## src/rtl/br31_pkg.sv

```systemverilog
// Shared types and defaults for the BaskinRobbins31 turn sequencer.
package br31_pkg;

    localparam int unsigned TARGET_DEF       = 31;
    localparam int unsigned MAX_STEP_DEF     = 3;
    localparam int unsigned CNT_W_DEF        = 6;
    localparam int unsigned COMP_TIMEOUT_DEF = 16;

    typedef logic [1:0] move_t;

    // Legacy-compatible state encoding kept as plain constants.
    typedef logic [1:0] br31_state_t;
    localparam br31_state_t S_IDLE   = 2'd0;
    localparam br31_state_t S_P_WAIT = 2'd1;
    localparam br31_state_t S_C_WAIT = 2'd2;
    localparam br31_state_t S_DONE   = 2'd3;

    // A move is legal when it lies in 1..max_step.
    function automatic logic move_legal(input move_t m, input int unsigned max_step);
        return (m != 2'd0) && (32'(m) <= max_step);
    endfunction

endpackage

```

## src/rtl/br31_turn_ctrl_if.sv

```systemverilog
// Handshake and status bundle between the game environment and the turn sequencer.
interface br31_turn_ctrl_if
    import br31_pkg::*;
#(
    parameter int unsigned CNT_W = CNT_W_DEF
);

    logic             start;
    logic             comp_first;
    logic             player_valid;
    move_t            player_move;
    logic             player_ready;
    logic             comp_req;
    logic             comp_valid;
    move_t            comp_move;
    logic [CNT_W-1:0] total;
    logic [5:0]       turn_cnt;
    move_t            last_move;
    logic             illegal_move;
    logic             comp_fault;
    logic             game_over;
    logic             player_win;

    modport master (
        output start, comp_first, player_valid, player_move, comp_valid, comp_move,
        input  player_ready, comp_req, total, turn_cnt, last_move,
               illegal_move, comp_fault, game_over, player_win
    );

    modport slave (
        input  start, comp_first, player_valid, player_move, comp_valid, comp_move,
        output player_ready, comp_req, total, turn_cnt, last_move,
               illegal_move, comp_fault, game_over, player_win
    );

endinterface

```

## src/rtl/br31_timeout_timer.sv

```systemverilog
// Clear/enable cycle counter; tc is high while enabled at count COMP_TIMEOUT-1.
module br31_timeout_timer #(
    parameter int unsigned COMP_TIMEOUT = 16
) (
    input  logic clk,
    input  logic reset,
    input  logic clr,
    input  logic en,
    output logic tc
);

    localparam int unsigned W = (COMP_TIMEOUT > 2) ? $clog2(COMP_TIMEOUT) : 1;
    localparam logic [W-1:0] LAST = W'(COMP_TIMEOUT - 1);

    logic [W-1:0] cnt;

    // Count while enabled; clear has priority over counting.
    always_ff @(posedge clk or posedge reset) begin
        if (reset) begin
            cnt <= '0;
        end else if (clr) begin
            cnt <= '0;
        end else if (en) begin
            cnt <= cnt + W'(1);
        end
    end

    assign tc = en && (cnt == LAST);

endmodule

```

## src/rtl/br31_turn_ctrl.sv

```systemverilog
// Turn sequencer: alternates player/computer moves, keeps the saturating total,
// declares the winner and substitutes move 1 when the engine stalls or misbehaves.
module br31_turn_ctrl
    import br31_pkg::*;
#(
    parameter int unsigned TARGET       = TARGET_DEF,
    parameter int unsigned MAX_STEP     = MAX_STEP_DEF,
    parameter int unsigned CNT_W        = CNT_W_DEF,
    parameter int unsigned COMP_TIMEOUT = COMP_TIMEOUT_DEF
) (
    input  logic             clk,
    input  logic             reset,
    br31_turn_ctrl_if.slave  bus
);

    localparam logic [CNT_W:0] TARGET_X = (CNT_W + 1)'(TARGET);

    br31_state_t      state;
    logic [CNT_W-1:0] total;
    logic [5:0]       turn_cnt;
    move_t            last_move;
    logic             illegal_move;
    logic             comp_fault;
    logic             player_win;

    logic             p_acc;
    logic             p_ill;
    logic             c_take;
    logic             c_fault_now;
    logic             tmo;
    move_t            mv;
    logic [CNT_W:0]   sum;
    logic             hit;

    br31_timeout_timer #(
        .COMP_TIMEOUT (COMP_TIMEOUT)
    ) u_timer (
        .clk   (clk),
        .reset (reset),
        .clr   ((state != S_C_WAIT) || c_take),
        .en    (state == S_C_WAIT),
        .tc    (tmo)
    );

    // Decide which move (if any) is taken this cycle and whether it ends the game.
    always_comb begin
        p_acc       = (state == S_P_WAIT) && bus.player_valid &&  move_legal(bus.player_move, MAX_STEP);
        p_ill       = (state == S_P_WAIT) && bus.player_valid && !move_legal(bus.player_move, MAX_STEP);
        c_take      = (state == S_C_WAIT) && (bus.comp_valid || tmo);
        c_fault_now = c_take && !(bus.comp_valid && move_legal(bus.comp_move, MAX_STEP));
        if (p_acc) begin
            mv = bus.player_move;
        end else if (c_take && !c_fault_now) begin
            mv = bus.comp_move;
        end else begin
            mv = 2'd1;
        end
        // One extra bit so the compare never sees a wrapped sum.
        sum = {1'b0, total} + (CNT_W + 1)'(mv);
        hit = (sum >= TARGET_X);
    end

    // Game state, running count and one-cycle status pulses.
    always_ff @(posedge clk or posedge reset) begin
        if (reset) begin
            state        <= S_IDLE;
            total        <= '0;
            turn_cnt     <= '0;
            last_move    <= '0;
            illegal_move <= 1'b0;
            comp_fault   <= 1'b0;
            player_win   <= 1'b0;
        end else begin
            illegal_move <= p_ill;
            comp_fault   <= c_fault_now;
            if (p_acc || c_take) begin
                total     <= hit ? TARGET_X[CNT_W-1:0] : sum[CNT_W-1:0];
                turn_cnt  <= turn_cnt + 6'd1;
                last_move <= mv;
            end
            case (state)
                S_IDLE, S_DONE: begin
                    if (bus.start) begin
                        total      <= '0;
                        turn_cnt   <= '0;
                        last_move  <= '0;
                        player_win <= 1'b0;
                        state      <= bus.comp_first ? S_C_WAIT : S_P_WAIT;
                    end
                end
                S_P_WAIT: begin
                    if (p_acc) begin
                        state <= hit ? S_DONE : S_C_WAIT;
                    end
                end
                S_C_WAIT: begin
                    if (c_take) begin
                        player_win <= hit;
                        state      <= hit ? S_DONE : S_P_WAIT;
                    end
                end
                default: state <= S_IDLE;
            endcase
        end
    end

    assign bus.player_ready = (state == S_P_WAIT);
    assign bus.comp_req     = (state == S_C_WAIT);
    assign bus.game_over    = (state == S_DONE);
    assign bus.total        = total;
    assign bus.turn_cnt     = turn_cnt;
    assign bus.last_move    = last_move;
    assign bus.illegal_move = illegal_move;
    assign bus.comp_fault   = comp_fault;
    assign bus.player_win   = player_win;

endmodule

```

## src/flat_wrapper.sv

```systemverilog
// flat-port wrapper written by rule: the top's interface ports become plain ports
module br31_turn_ctrl_flat import br31_pkg::*;
#(
    parameter int unsigned TARGET       = TARGET_DEF,
    parameter int unsigned MAX_STEP     = MAX_STEP_DEF,
    parameter int unsigned CNT_W        = CNT_W_DEF,
    parameter int unsigned COMP_TIMEOUT = COMP_TIMEOUT_DEF
)
  (clk, reset, bus_start, bus_comp_first, bus_player_valid, bus_player_move, bus_comp_valid, bus_comp_move, bus_player_ready, bus_comp_req, bus_total, bus_turn_cnt, bus_last_move, bus_illegal_move, bus_comp_fault, bus_game_over, bus_player_win);
  br31_turn_ctrl_if #(.CNT_W(CNT_W)) bus_i ();
  input  logic clk;
  input  logic reset;
  input wire logic [$bits(bus_i.start)-1:0] bus_start;
  input wire logic [$bits(bus_i.comp_first)-1:0] bus_comp_first;
  input wire logic [$bits(bus_i.player_valid)-1:0] bus_player_valid;
  input wire logic [$bits(bus_i.player_move)-1:0] bus_player_move;
  input wire logic [$bits(bus_i.comp_valid)-1:0] bus_comp_valid;
  input wire logic [$bits(bus_i.comp_move)-1:0] bus_comp_move;
  output wire logic [$bits(bus_i.player_ready)-1:0] bus_player_ready;
  output wire logic [$bits(bus_i.comp_req)-1:0] bus_comp_req;
  output wire logic [$bits(bus_i.total)-1:0] bus_total;
  output wire logic [$bits(bus_i.turn_cnt)-1:0] bus_turn_cnt;
  output wire logic [$bits(bus_i.last_move)-1:0] bus_last_move;
  output wire logic [$bits(bus_i.illegal_move)-1:0] bus_illegal_move;
  output wire logic [$bits(bus_i.comp_fault)-1:0] bus_comp_fault;
  output wire logic [$bits(bus_i.game_over)-1:0] bus_game_over;
  output wire logic [$bits(bus_i.player_win)-1:0] bus_player_win;
  assign bus_i.start = bus_start;
  assign bus_i.comp_first = bus_comp_first;
  assign bus_i.player_valid = bus_player_valid;
  assign bus_i.player_move = bus_player_move;
  assign bus_i.comp_valid = bus_comp_valid;
  assign bus_i.comp_move = bus_comp_move;
  assign bus_player_ready = bus_i.player_ready;
  assign bus_comp_req = bus_i.comp_req;
  assign bus_total = bus_i.total;
  assign bus_turn_cnt = bus_i.turn_cnt;
  assign bus_last_move = bus_i.last_move;
  assign bus_illegal_move = bus_i.illegal_move;
  assign bus_comp_fault = bus_i.comp_fault;
  assign bus_game_over = bus_i.game_over;
  assign bus_player_win = bus_i.player_win;
  br31_turn_ctrl #(.TARGET(TARGET), .MAX_STEP(MAX_STEP), .CNT_W(CNT_W), .COMP_TIMEOUT(COMP_TIMEOUT)) u_core (.clk(clk), .reset(reset), .bus(bus_i));
endmodule
```

## config.mk

```make
export PLATFORM = sky130hd
export DESIGN_NAME = br31_turn_ctrl_flat
export DESIGN_NICKNAME = d
export VERILOG_FILES = /design/src/rtl/br31_pkg.sv /design/src/rtl/br31_turn_ctrl_if.sv /design/src/rtl/br31_timeout_timer.sv /design/src/rtl/br31_turn_ctrl.sv /design/src/flat_wrapper.sv
export SDC_FILE = /design/constraint.sdc
export NUM_CORES = 1
export LEC_CHECK = 0
export ABC_AREA = 1
export CORE_ASPECT_RATIO = 0.7
export CORE_UTILIZATION = 45
export DETAILED_ROUTE_END_ITERATION = 12
export PLACE_DENSITY = 0.71
export SYNTH_ARGS = -nofsm -noshare
export SYNTH_HDL_FRONTEND = slang
export SYNTH_SLANG_ARGS = --single-unit
```

## constraint.sdc

```tcl
create_clock -name clk -period 2.6 [get_ports clk]
set_clock_uncertainty 0.05 [all_clocks]
set_input_delay 0.26 -clock clk [delete_from_list [all_inputs] [get_ports clk]]
set_output_delay 0.26 -clock clk [all_outputs]
set_load 0.02 [all_outputs]
```

======== Word level (Yosys, flattened, before mapping) ========
Cells that the tools add are included.
word-level totals
  input bits .............................. 10
  word-level logic and storage cells ...... 66
  flip-flop bits (word level) ............. 23
  output and inout bits ................... 20
cells by class
  $add $sub $neg .......................... 3
  $lt $le $gt $ge ......................... 1
  reduce and logical (&&, ||, !) cells .... 22
  eq/ne operators ......................... 8
  mux-type cells .......................... 24
operators with widths
  cell                                                  count
  2-to-1 mux 6 bit                                      7
  2-to-1 mux 2 bit                                      10
  logical AND 1 bit                                     8
  2-to-1 mux 4 bit                                      2
  nonzero test 2 bit                                    4
  adder 6 x 2 -> 7 bit                                  1
  >= comparator 7 x 5 -> 1 bit (second input constant)  1
  adder 6 x 1 -> 6 bit (second input constant)          1
  one-hot mux 2 bit (3 select lines)                    1
  AND reduction 3 bit                                   2
  adder 4 x 1 -> 4 bit (second input constant)          1
  == test 2 bit (second input constant)                 2
  == test 4 bit (second input constant)                 1
  != test 2 x 1 -> 1 bit (second input constant)        2
  != test 2 bit (second input constant)                 2
  logical NOT 1 bit                                     3
  logical OR 1 bit                                      3
  2-to-1 mux 1 bit                                      3
  == test 2 x 1 -> 1 bit (second input constant)        1
  logical NOT 2 bit                                     1
  one-hot mux 1 bit (2 select lines)                    1
  OR reduction 2 bit                                    1

======== Depth between registers and ports, before layout ========
  depth in word-level cells ............... 15
  gate-level depth with buffers ........... 21

======== By module ========
Synthesis repeated with hierarchy kept, for this count alone.
second synthesis, totals
  cells, all modules ...................... 191
  area, all modules ....................... 1465.2 µm²
by module, submodules not included
  module              area an instance (µm²)  instances  seq. area each (µm²)  cells each
  br31_turn_ctrl      1263.7                  1          475.5                 165
  br31_timeout_timer  201.4                   1          100.1                 26

======== Worst setup path after synthesis ========
No wires, ideal clock.
  kind .................................... reg-to-reg
  from .................................... register u_core.state[1]
  to ...................................... register u_core.state[1]
  path slack .............................. -0.070 ns
  setup time .............................. 0.065 ns
  arrival time ............................ 2.555 ns
  cell stages (with the launch flop) ...... 21
  buffers on the path ..................... 0
  cells stage by stage .................... dfrtp_1 > inv_1 > ha_1 > nand2_2 > nor2_4 > nor2_1 > a21oi_1 > ha_1 > inv_1 > fa_1 > inv_1 > nand3_1 > nand2_1 > nand2_1 > nor2_1 > nand2_1 > nand2_4 > nand2_1 > nand2_1 > nand2_1 > nand2_1
on the way
  elaborated cells between the ends (all ways) .. 24
RTL lines
  item                                RTL line              source
  start: declaration                  br31_turn_ctrl.sv:18  br31_state_t state;
  start signal: assignment            br31_turn_ctrl.sv:88  state <= bus.comp_first ? S_C_WAIT : S_P_WAIT;
  start signal: assignment            br31_turn_ctrl.sv:93  state <= hit ? S_DONE : S_C_WAIT;
  start signal: assignment            br31_turn_ctrl.sv:99  state <= hit ? S_DONE : S_P_WAIT;
  == test 2 x 1 -> 1 bit (*)          n/a
  named net bus_player_ready          flat_wrapper.sv:19    output wire logic [$bits(bus_i.player_ready)-1:0] bus_player_ready;
  logical AND 1 bit (2 in a row)      br31_turn_ctrl.sv:47  p_acc = (state == S_P_WAIT) && bus.player_valid && move_legal(bus.player_move, MAX_STEP);
  2-to-1 mux 2 bit                    br31_turn_ctrl.sv:51  if (p_acc) begin
  adder 6 x 2 -> 7 bit                br31_turn_ctrl.sv:59  sum = {1'b0, total} + (CNT_W + 1)'(mv);
  >= comparator 7 x 5 -> 1 bit        br31_turn_ctrl.sv:60  hit = (sum >= TARGET_X);
  2-to-1 mux 2 bit                    br31_turn_ctrl.sv:99
  2-to-1 mux 2 bit                    br31_turn_ctrl.sv:97  if (c_take) begin
  one-hot mux 2 bit (3 select lines)  br31_turn_ctrl.sv:81  case (state)
Mark *: on every way through the listed nets, which the timed path passes. The rest lies on a longest branch. The select of a mux whose other input is x is not followed.
A chain may end at the register's enable or synchronous reset.

======== Final worst setup path ========
  from .................................... register u_core.state[0]
  to ...................................... register u_core.state[0]
on the way
  cells in the longest elaborated chain, start to end .. 14
  elaborated cells between the ends (all ways) .. 24
ends and longest elaborated chain
  item                                RTL line                                                          source
  == test 2 bit                       br31_turn_ctrl.sv:41, br31_turn_ctrl.sv:49, br31_turn_ctrl.sv:81
  logical AND 1 bit                   br31_timeout_timer.sv:28                                          assign tc = en && (cnt == LAST);
  logical OR 1 bit                    br31_turn_ctrl.sv:49                                              c_take = (state == S_C_WAIT) && (bus.comp_valid || tmo);
  logical AND 1 bit                   br31_turn_ctrl.sv:49
  logical AND 1 bit                   br31_turn_ctrl.sv:50                                              c_fault_now = c_take && !(bus.comp_valid && move_legal(bus.comp_move, MAX_STEP));
  logical NOT 1 bit                   br31_turn_ctrl.sv:53                                              end else if (c_take && !c_fault_now) begin
  logical AND 1 bit                   br31_turn_ctrl.sv:53
  2-to-1 mux 2 bit                    br31_turn_ctrl.sv:53
  2-to-1 mux 2 bit                    br31_turn_ctrl.sv:51
  adder 6 x 2 -> 7 bit                br31_turn_ctrl.sv:59
  >= comparator 7 x 5 -> 1 bit        br31_turn_ctrl.sv:60
  2-to-1 mux 1 bit                    br31_turn_ctrl.sv:93
  2-to-1 mux 2 bit                    br31_turn_ctrl.sv:92                                              if (p_acc) begin
  one-hot mux 2 bit (3 select lines)  br31_turn_ctrl.sv:81
Parallel ways exist; a longest one is shown, timed or not. The select of a mux whose other input is x is not followed.

==> out/metrics.csv <==
stage,metric,value,unit
drt,wire per inst,12.6,um
setup_path,Setup CP Type,reg -> reg,
global_routing,first-pass GRT wire length,5.27,mm
global_routing,initial antenna violation count,0,
cells_and_area,fin util,0.658,
setup_path,CP arrival,2750,ps
cells_and_area,Post-Layout Cell Count,254,
timing,fin crit share,0.998,
worst_hold_path,HP Class,reg -> reg,
clocking,htree depth,1,
timing,setup violators final,0,
drt,DR vias,1290,
cells_and_area,number of diodes,0,
drt,Routed WL,3.21,mm
cells_and_area,Final Cell Area,0.00188,sq mm
drt,Post-route DRC,0,
clocking,"Reg clk slew, reported paths",80,ps
place,# placed instances,245,
timing,Final Hold Vio Count,0,
run,Max-Cap Viols,0,
clocking,worst skew pair latency,260,ps
die,core area,0.00286,sq mm
die,Die Area,0.00331,sq mm
place,Post-DP Area,0.00176,sq mm
clocking,CTS Buffer Depth,2,
cells_and_area,sequential cell area,576,sq um
worst_hold_path,worst hold path depth,1,
timing,Hold WS,426,ps
logic_synthesis,Post-synth ARST share,1.00,
clocking,CTS tree,done,
global_routing,gr usage total,0.212,
die,Die Ht,48.5,um
clocking,Root Buffer,clkbuf_8,
place,final RePlAce weighted congestion,0.803,
drt,initial DRC count,39,
global_routing,largest net degree at the start of global routing,24,
setup_path,Crit path top cell by count,nand2_2,
place,hpwl dp,2.40,mm
run_status,outcome,completed,
logic_synthesis,syn_area_per_cell,7.88,sq um
timing,Slew Limit Fails,0,
logic_synthesis,Ys Warns,0,
drt,Final ANT Viol Nets,0,
logic_synthesis,"EDFF count, synth",0,
cells_and_area,Fill cells,232,
cells_and_area,Final nets,237,
setup_path,CP cell instances,inv_1 > ha_1 > inv_1 > nor2_1 > a21oi_2 > ha_2 > inv_2 > fa_2 > inv_2 > nand3_2 > nand2_2 > nand2_2 > nor2_1 > nand2_1 > nand2_4 > nand2_2 > nand2_2 > nand2_1 > nand2_1,
cells_and_area,layout cell share with drive strength beyond 1,0.216,
timing,Fmax,385,MHz
setup_path,R2R cell count,19,
setup_path,largest incremental delay on the critical path,420,ps
timing,max_slew headroom,0.384,
cells_and_area,Multi-input gate area,734,sq um
setup_path,CP Capture Type,flop,
setup_path,CP max FO,6,
power_and_ir_drop,LEAKAGE,0.898,nW
setup_path,CP max-delay cell,dfrtp_1,
timing,fin crit period,2600,ps
die,Die W,68.4,um
die,I/O pins,30,
cells_and_area,most frequent cells in the layout,"nand2_1 (29), clkdlybuf4s50_1 (29), nor2_1 (24)",
clocking,CTS sink cnt,23,
logic_synthesis,register bit total from synthesis,23,
clocking,hold_buf cts,0,
setup_path,Startpoint Class,flop,
logic_synthesis,Mapped Area,0.00139,sq mm
logic_synthesis,Post-Synthesis Cells,176,
logic_synthesis,unique cell type count in the Yosys netlist,29,
drt,Initial DRT Pass Iterations,4,
cells_and_area,Layout Area Growth over Synthesis,35.7,%
power_and_ir_drop,VDD IR max,0.000600,V
timing,worst slew pin tran,922,ps
place,input/output buffers,29,
logic_synthesis,"Seq/Total Area, Yosys",0.415,
global_routing,GR Overflow Total,0,
global_routing,vias in the first global route,1168,
die,# rows,16,
logic_synthesis,synthesized net count,194,
power_and_ir_drop,PwrDens,1110,mW/mm^2
drt,vias per cell,5.08,
logic_synthesis,"Top FF cell, synth",dfrtp_1,
timing,RSZ-0062 raised after global routing,yes,
power_and_ir_drop,total chip power,0.00208,W
setup_path,WP data required,2750,ps
die,Initial Util,0.485,
clocking,CTS Buf Count,3,
[layout make-up]
type,instances,share of cell area
tap,36,0.0239
clock inverter,1,0.00266
sequential,23,0.306
clock buffer,3,0.0219
timing repair buffer,43,0.210
inverter,23,0.0458
multi-input combinational,125,0.390
[sequential cells by signal (all words and copies together) (netlist names)]
signal / cells
u_core.state: 2
u_core.bus.comp_fault: 1
u_core.u_timer.cnt: 4
u_core.bus.last_move: 2
u_core.bus.total: 6
u_core.bus.player_win: 1
u_core.bus.illegal_move: 1
u_core.bus.turn_cnt: 6
[layer usage]
metal  vias up  part of all wire  global-route usage
met5         -                 0                   0
met4         0            0.0044              0.0382
met3         4             0.051              0.0566
met2        36              0.46               0.319
met1       609              0.49               0.306
li1        641                 -                   -
[worst max-delay path: cells and delay by family (launching register included)]
family,cells,cell delay [ps]
fa+ha+maj,3,770
compound gates,1,160
buf+inv,4,320
simple gates,11,810
flops,1,420
[metrics by stage]
stage	setup TNS, ps	worst slack, ps
floorplan	0	21.1
global placement	-265	-87.0
detailed placement	-890	-175
CTS	0	26.2
global route	-720	-142
finish	0	3.97
[cells in the mapped netlist, types with 2 or more instances]
library cell  number  area (sq um)
buf_6              2          22.5
nand2_1           36           135
nand2_2            2          12.5
a21oi_1            9          45.0
xor2_1             2          17.5
nor2_1            27           101
nand3b_1           2          15.0
inv_2              4          15.0
inv_1             18          67.6
o21ai_1           10          50.1
xnor2_1            3          26.3
nor2_4             2          22.5
clkbuf_1           2          7.51
ha_1               7          87.6
dfrtp_1           23           576
nor3_1             5          25.0
o21ai_0            4          20.0
nand3_1            7          35.0
[kinds of logic (layout without fill, tap and decap cells)]
logic type / Yosys count / in the layout / share of synthesized area
simple gates: 86 / 86 / 0.279
buf+inv: 28 / 70 / 0.0893
compound gates: 26 / 26 / 0.108
flops: 23 / 23 / 0.415
fa+ha+maj: 8 / 8 / 0.0775
xor+xnor: 5 / 5 / 0.0316
[what timing repair did]
action                                 in CTS  in global routing
setup endpoints to repair                   4                  7
endpoints found under the hold margin       0                  0
pin swaps                                   0                 11
setup buffers                               2                  3
gates resized for setup                     5                 12
cloned                                      0                  0
[worst paths after layout]
| kind | endpoint | slack [ps] | from |
|---|---|---|---|
| setup reg to reg | u_core.state[0] | 4 | u_core.state[0] |
| max in group asynchronous | u_core.bus.turn_cnt[2] | 1480 | reset |
| min in group asynchronous | u_core.bus.illegal_move | 450 | reset |
| setup / recovery | u_core.state[0] | 4 | u_core.state[0] |
| hold / removal | u_core.u_timer.cnt[0] | 430 | u_core.u_timer.cnt[0] |
| hold reg to reg | u_core.u_timer.cnt[0] | 430 | u_core.u_timer.cnt[0] |
[where the power goes]
group	internal [W]	leakage (nW)	switching, W
Clock	0.000107	0.0255	0.000117
Sequential	0.000472	0.302	0.000125
Combinational	0.000555	0.570	0.000706
Note: power is estimated with default switching activity, not from simulation.
